### config.mk
export PLATFORM = sky130hd
export DESIGN_NAME = opc5ls_timer_irq
export DESIGN_NICKNAME = d
export VERILOG_FILES = /design/src/rtl/opc5ls_timer_irq.sv
export SDC_FILE = /design/constraint.sdc
export NUM_CORES = 1
export LEC_CHECK = 0
export ABC_AREA = 1
export CORE_MARGIN = 3
export CORE_UTILIZATION = 40
export CTS_CLUSTER_SIZE = 10
export DETAILED_ROUTE_END_ITERATION = 10
export DONT_BUFFER_PORTS = 1
export PLACE_DENSITY = 0.61
export SLEW_MARGIN = 20
export SYNTH_ARGS = -nofsm -noshare
export SYNTH_HDL_FRONTEND = slang
export SYNTH_SLANG_ARGS = --single-unit
### constraint.sdc
create_clock -name clk -period 1.48 [get_ports clk]
set_input_delay 0.148 -clock clk [delete_from_list [all_inputs] [get_ports clk]]
set_output_delay 0.148 -clock clk [all_outputs]
set_load 0.1 [all_outputs]
### src/rtl/opc5ls_timer_irq.sv
// opc5ls_timer_irq: bus-responder interval timer for the OPC5LS CPU.
// Four word registers (CTRL, RELOAD, COUNT, STATUS) sit in a window at BASE.
// Each access is stretched by WAIT_STATES stall cycles through clken.
// Counter expiry raises the sticky EXP flag, which drives the active-low int_b.
module opc5ls_timer_irq #(
  parameter logic [15:0] BASE        = 16'hFE00,
  parameter int          WAIT_STATES = 1,
  parameter int          PRESCALE    = 16
) (
  input  logic        clk,
  input  logic        reset,
  input  logic [15:0] address,
  input  logic [15:0] wdata,
  input  logic        rnw,
  input  logic        mreq_b,
  output logic [15:0] rdata,
  output logic        sel,
  output logic        clken,
  output logic        int_b
);

  localparam logic [2:0]  WS      = 3'(WAIT_STATES);
  localparam logic [15:0] PS_LAST = 16'(PRESCALE - 1);

  logic [2:0]  wcnt_q, wcnt_d;
  logic        en_q, en_d;
  logic        ie_q, ie_d;
  logic        auto_q, auto_d;
  logic        exp_q, exp_d;
  logic [15:0] reload_q, reload_d;
  logic [15:0] count_q, count_d;
  logic [15:0] presc_q, presc_d;

  logic commit;
  logic wr;
  logic tick;
  logic expire;

  assign sel    = !mreq_b && (address[15:2] == BASE[15:2]);
  assign clken  = !sel || (wcnt_q == WS);
  assign commit = sel && clken;
  assign wr     = commit && !rnw;
  assign tick   = en_q && (presc_q == PS_LAST);
  assign expire = tick && (count_q == 16'd0);
  // int_b depends only on flops, so no bus signal can glitch the interrupt
  assign int_b  = !(exp_q && ie_q);

  // Wait-state counter: advance while stalling, clear on completion or deselect
  always_comb begin
    wcnt_d = 3'd0;
    if (sel && (wcnt_q != WS)) begin
      wcnt_d = wcnt_q + 3'd1;
    end
  end

  // Read mux: driven only for a selected read so it can be OR-ed onto din
  always_comb begin
    rdata = 16'd0;
    if (sel && rnw) begin
      case (address[1:0])
        2'd0:    rdata = {13'd0, auto_q, ie_q, en_q};
        2'd1:    rdata = reload_q;
        2'd2:    rdata = count_q;
        default: rdata = {15'd0, exp_q};
      endcase
    end
  end

  // Prescaler and timer next-state; bus writes are applied after the tick so they win
  always_comb begin
    en_d     = en_q;
    ie_d     = ie_q;
    auto_d   = auto_q;
    exp_d    = exp_q;
    reload_d = reload_q;
    count_d  = count_q;

    // Held at 0 while disabled, so enabling always starts a full tick period
    if (!en_q || (presc_q == PS_LAST)) begin
      presc_d = 16'd0;
    end else begin
      presc_d = presc_q + 16'd1;
    end

    if (tick) begin
      if (count_q == 16'd0) begin
        exp_d = 1'b1;
        if (auto_q) begin
          count_d = reload_q;
        end else begin
          en_d = 1'b0;
        end
      end else begin
        count_d = count_q - 16'd1;
      end
    end

    if (wr) begin
      case (address[1:0])
        2'd0: begin
          en_d   = wdata[0];
          ie_d   = wdata[1];
          auto_d = wdata[2];
        end
        2'd1:    reload_d = wdata;
        2'd2:    count_d  = wdata;
        default: begin
          // A clear coinciding with expiry loses: the new event must not be dropped
          if (wdata[0] && !expire) begin
            exp_d = 1'b0;
          end
        end
      endcase
    end
  end

  // State registers
  always_ff @(posedge clk or posedge reset) begin
    if (reset) begin
      wcnt_q   <= 3'd0;
      en_q     <= 1'b0;
      ie_q     <= 1'b0;
      auto_q   <= 1'b0;
      exp_q    <= 1'b0;
      reload_q <= 16'd0;
      count_q  <= 16'd0;
      presc_q  <= 16'd0;
    end else begin
      wcnt_q   <= wcnt_d;
      en_q     <= en_d;
      ie_q     <= ie_d;
      auto_q   <= auto_d;
      exp_q    <= exp_d;
      reload_q <= reload_d;
      count_q  <= count_d;
      presc_q  <= presc_d;
    end
  end

endmodule
# Yosys cells after proc, flatten, opt, wreduce, memory -nomap -nowiden
# Index checks and enable logic that the tools add are counted.
# classes
add_sub_neg,3
n_eq_ne,6
muxes,19
n_reduce_logical,22
# op_table
cell,n
2-to-1 mux 16 bit,7
case mux 16 bit (3 select lines),1
"adder 16 x 1 -> 16 bit, second input constant",1
"== test 16 x 4 -> 1 bit, second input constant",1
zero test 16 bit,1
"subtractor 16 x 1 -> 16 bit, second input constant",1
"== test 14 bit, second input constant",1
2-to-1 mux 1 bit,10
logical AND 1 bit,9
zero test 1 bit,6
AND reduction 2 bit,2
"adder 3 x 1 -> 3 bit, second input constant",1
"== test 3 x 1 -> 1 bit, second input constant",1
2-to-1 mux 3 bit,1
"inequality test 3 x 1 -> 1 bit, second input constant",1
OR reduction 3 bit,1
"== test 2 x 1 -> 1 bit, second input constant",1
"== test 2 bit, second input constant",1
zero test 2 bit,1
logical OR 1 bit,2
# totals
register_bits,55
input_bits,36
out_inout_bits,19
word_cells,58

# Depth between registers and ports, before layout
# logic_depth
ltp_word,8
depth_mapped,12
depth_no_buf,12

# Worst setup path before layout
# No wires, ideal clock.
# synth_timing
kind,input-to-output
startpoint,input mreq_b
endpoint,output rdata[10]
arrival_time_ps,2649
required_ps,1332
setup_slack_ps,-1317
cell_stages,8
path_buffers,2
cell_sequence,nor2_1 > nand2_1 > nor2_1 > and2_1 > buf_4 > nand2_1 > buf_2 > a21oi_1
# synth_between
elab_chain_len,4
# synth_rtl
item,line,rtl
"start, declared",15,"input logic mreq_b,"
zero test 1 bit,39,assign sel = !mreq_b && (address[15:2] == BASE[15:2]);
logical AND 1 bit,39,
named net sel,17,"output logic sel,"
logical AND 1 bit,59,if (sel && rnw) begin
2-to-1 mux 16 bit,59,
"end, declared",16,"output logic [15:0] rdata,"
# The timed path passes the listed nets, and every way through them passes these cells.

# Worst setup path in the final report
# layout_timing
startpoint,register count_q[0]
endpoint,output rdata[0]
# layout_between
elab_chain_len,2
# layout_rtl
item,line,rtl
"start, declared",31,"logic [15:0] count_q, count_d;"
"start signal, assigned",135,count_q <= count_d;
case mux 16 bit (3 select lines),60,case (address[1:0])
2-to-1 mux 16 bit,59,
# Every way passes these cells.

==> flow_summary_export.csv <==
group,metric,value,unit
clock_network,cts_tree,"built",
cells_and_area,antenna_cells,0,
min_path,min_path_type,"in -> reg",
power_and_ir_drop,cellPowerDensity,452,nW/um^2
status,violations,"setup timing",
global_routing,grt_max_degree,33,
clock_network,cts_sinks,55,
sta,setup_tns,-3.38,ns
status,run_status,"finished, violations left",
critical_path,cp.arrival,1.53,ns
clock_network,clockBufferDepth,2,
logic_synthesis,syn-num-nets,622,
global_routing,grt.total_usage,21.4,%
route,postRouteAntennaNets,0,
die,die_area,10900,sq um
die,ioPinCount,55,
logic_synthesis,synth_seq_area_share,35.6,%
clock_network,path_clk_slew,0.11,ns
clock_network,root_buffer,"clkbuf_8",
run,maxCapViolCount,0,
logic_synthesis,synthCells,581,
placement,gp_congestion,0.906,
min_path,whs_path_depth,3,
global_routing,antenna_found_initial,0,
logic_synthesis,synth.area.mux_share,0.259,%
critical_path,worstSetupPathType,"reg -> out",
route,vias_per_cell,5.06,
logic_synthesis,ys_types,41,
placement,dpl_cell_area,5180,sq um
logic_synthesis,synthSimpleGateAreaFrac,41.0,%
sta,finalSetupViolations,30,
logic_synthesis,ys_warn_count,0,
power_and_ir_drop,leakagePower,2.84,nW
cells_and_area,final_cells,833,
sta,worstMarginPinSlew,0.689,ns
sta,clock_skew,0.00723,ns
cells_and_area,layout.nets,744,
logic_synthesis,synth-xor-area-share,0.905,%
cells_and_area,fillers,758,
global_routing,grt_pass1_vias,4129,
route,drc,0,
sta,period_share,113,%
clock_network,cts_max_level,2,
sta,setup_slack,-0.195,ns
die,placementRows,35,
cells_and_area,drive_gt1_share,35.5,%
placement,port_buffers,0,
logic_synthesis,synth_top_area_cell,"dfrtp_1",
route,wl_per_cell,14.7,um
power_and_ir_drop,ir_worst_vdd,340,uV
sta,max_clock_freq,597,MHz
logic_synthesis,netlist_area,3870,sq um
logic_synthesis,ys_ff_latch,55,
global_routing,grt-ovfl-total,0,
placement,dp.cells,787,
critical_path,cp_max_fo,4,
global_routing,grt_pass1_wl,19400,um
die,start_util,41.5,%
die,core,9330,sq um
logic_synthesis,syn_area_per_cell,6.66,sq um
critical_path,required,1.33,ns
placement,dp_hpwl,8200,um
cells_and_area,final_common_cell,"nand2_1",
sta,finalHoldViolations,0,
cells_and_area,final_area,6080,sq um
die,die_y,104,um
clock_network,clock_latency,0.33,ns
logic_synthesis,synth_compound_area_share,10.3,%
cells_and_area,final_cell_mix,"nand2_1 (176), inv_1 (71), buf_4 (67)",
die,fp.dieW,104,um
critical_path,endpoint_kind,"primary output",
logic_synthesis,synth.area.top_cells,"dfrtp_1 (36%), nand2_1 (19%), inv_1 (7.5%), nor2_1 (5.4%), nand3_1 (5.0%)",
critical_path,start_kind,"flop",
cells_and_area,area_growth,57.2,%
route,drtPass1Iterations,6,
sta,period_needed,1.68,ns
placement,pre_cts_ws,-0.114,ns
route,dr_total_vias,4218,
logic_synthesis,synth_top_family_by_area,"simple AND/OR/NAND/NOR gates",
clock_network,cts_buffers,5,
route,drt_iter0_drc,298,
sta,rsz0062_at_grt,"true",
logic_synthesis,yosysTopAreaCellShare,35.6,%
critical_path,reg2regPathDepth,8,
sta,maxSlewViolCount,0,
route,wirelength,12200,um
logic_synthesis,synthAdderAreaFrac,1.62,%
sta,maxSlewHeadroom,53.9,%
[where the power goes]
part | switching [mW] | total (mW) | leakage, nW | internal, mW
Clock | 0.571 | 1.08 | 0.0548 | 0.511
Combinational | 0.0989 | 0.165 | 2.05 | 0.0659
Sequential | 0.00000480 | 1.50 | 0.734 | 1.50
Total | 0.670 | 2.75 | 2.84 | 2.08
[registers in the layout, summed over array words and instances (netlist names)]
name / flops
ie_q: 1
en_q: 1
count_q: 16
exp_q: 1
reload_q: 16
auto_q: 1
presc_q: 16
wcnt_q: 3
[metrics by stage]
stage,utilization (%),power (mW),hold WS (ns)
after floorplan,-,1.60,0.222
after global placement,55.5,1.65,0.126
after detailed placement,55.5,1.65,0.122
after CTS,61.2,2.77,0.0162
after global routing,65.2,2.85,0.0295
final,65.2,2.75,0.0322
[critical path, cell delays in order (launching register included)]
cell	delay, ns
dfrtp_1	0.40
inv_2	0.13
buf_6	0.13
o21ai_2	0.06
a221oi_2	0.24
nor2_4	0.08
buf_12	0.17
[cell usage after synthesis]
| cell type | n |
|---|---|
| nor2b_1 | 1 |
| xnor2_1 | 2 |
| nand2_4 | 3 |
| or2_1 | 1 |
| inv_1 | 77 |
| nor3_2 | 1 |
| nor2_8 | 2 |
| inv_2 | 3 |
| clkbuf_8 | 1 |
| nor3_4 | 1 |
| buf_2 | 9 |
| nand3_4 | 1 |
| clkbuf_1 | 3 |
| nor3b_1 | 1 |
| dfrtp_1 | 55 |
| ha_1 | 5 |
| nor4_1 | 1 |
| a221oi_1 | 2 |
| o2111ai_1 | 1 |
| nor3_1 | 3 |
| nand4_2 | 1 |
| nand2_2 | 2 |
| a21oi_2 | 1 |
| mux2i_1 | 1 |
| nor2_4 | 8 |
| nor2_1 | 56 |
| o21ai_0 | 34 |
| nand3_1 | 39 |
| a21boi_1 | 1 |
| nand2_1 | 200 |
| nor2_2 | 3 |
| o21ai_1 | 6 |
| nand3_2 | 5 |
| xor2_1 | 2 |
| and2_1 | 1 |
| a31oi_1 | 1 |
| clkinv_1 | 2 |
| nand4_1 | 13 |
| o21a_1 | 2 |
| a21oi_1 | 27 |
| buf_4 | 3 |
[timing repair]
| item | 4_1_cts | 5_1_grt |
|---|---|---|
| cloned | 3 | 2 |
| gates resized for setup | 43 | 88 |
| hold buffers | 16 | 0 |
| setup buffers | 10 | 8 |
| endpoints found under the hold margin | 54 | 0 |
| setup endpoints to repair | 58 | 67 |
| pin swaps | 15 | 41 |
[cells by family (layout without fill, tap and decap cells)]
kind of cell,after synthesis,after routing
and+or+nand+nor,343,347
buffers and inverters,98,217
AOI/OAI and AO/OA,75,75
DFF,55,55
adders and majority gates,5,5
xor gates and xnor gates,4,4
muxes,1,1
[path summary, 6_finish.rpt]
check | startpoint | endpoint | slack (ns)
max | count_q[0] | rdata[0] | -0.20
min | wdata[0] | exp_q | 0.03
max reg2reg | presc_q[1] | presc_q[12] | -0.17
min reg2reg | reload_q[14] | reload_q[14] | 0.53
max in group asynchronous | reset | count_q[5] | 0.61
min in group asynchronous | reset | presc_q[12] | 0.36
[routing by layer]
metal  track usage [%]  vias to the layer above  routed length [um]
met5                 0                        -                   0
met3              3.04                       15                 840
met2              35.2                      155                5760
li1                  -                     2084                   -
met1              29.5                     1964                5450
met4              5.32                        0                 180
[cell type report]
type / count / area, sq um / area share (%)
Timing Repair Buffer: 127 / 1400 / 23.1
Inverter: 82 / 314 / 5.16
Multi-Input combinational cell: 432 / 2710 / 44.5
Clock buffer: 5 / 68.8 / 1.13
Tap cell: 129 / 161 / 2.65
Sequential cell: 55 / 1380 / 22.7
Clock inverter: 3 / 46.3 / 0.761
(Power assumes the default switching activity.)
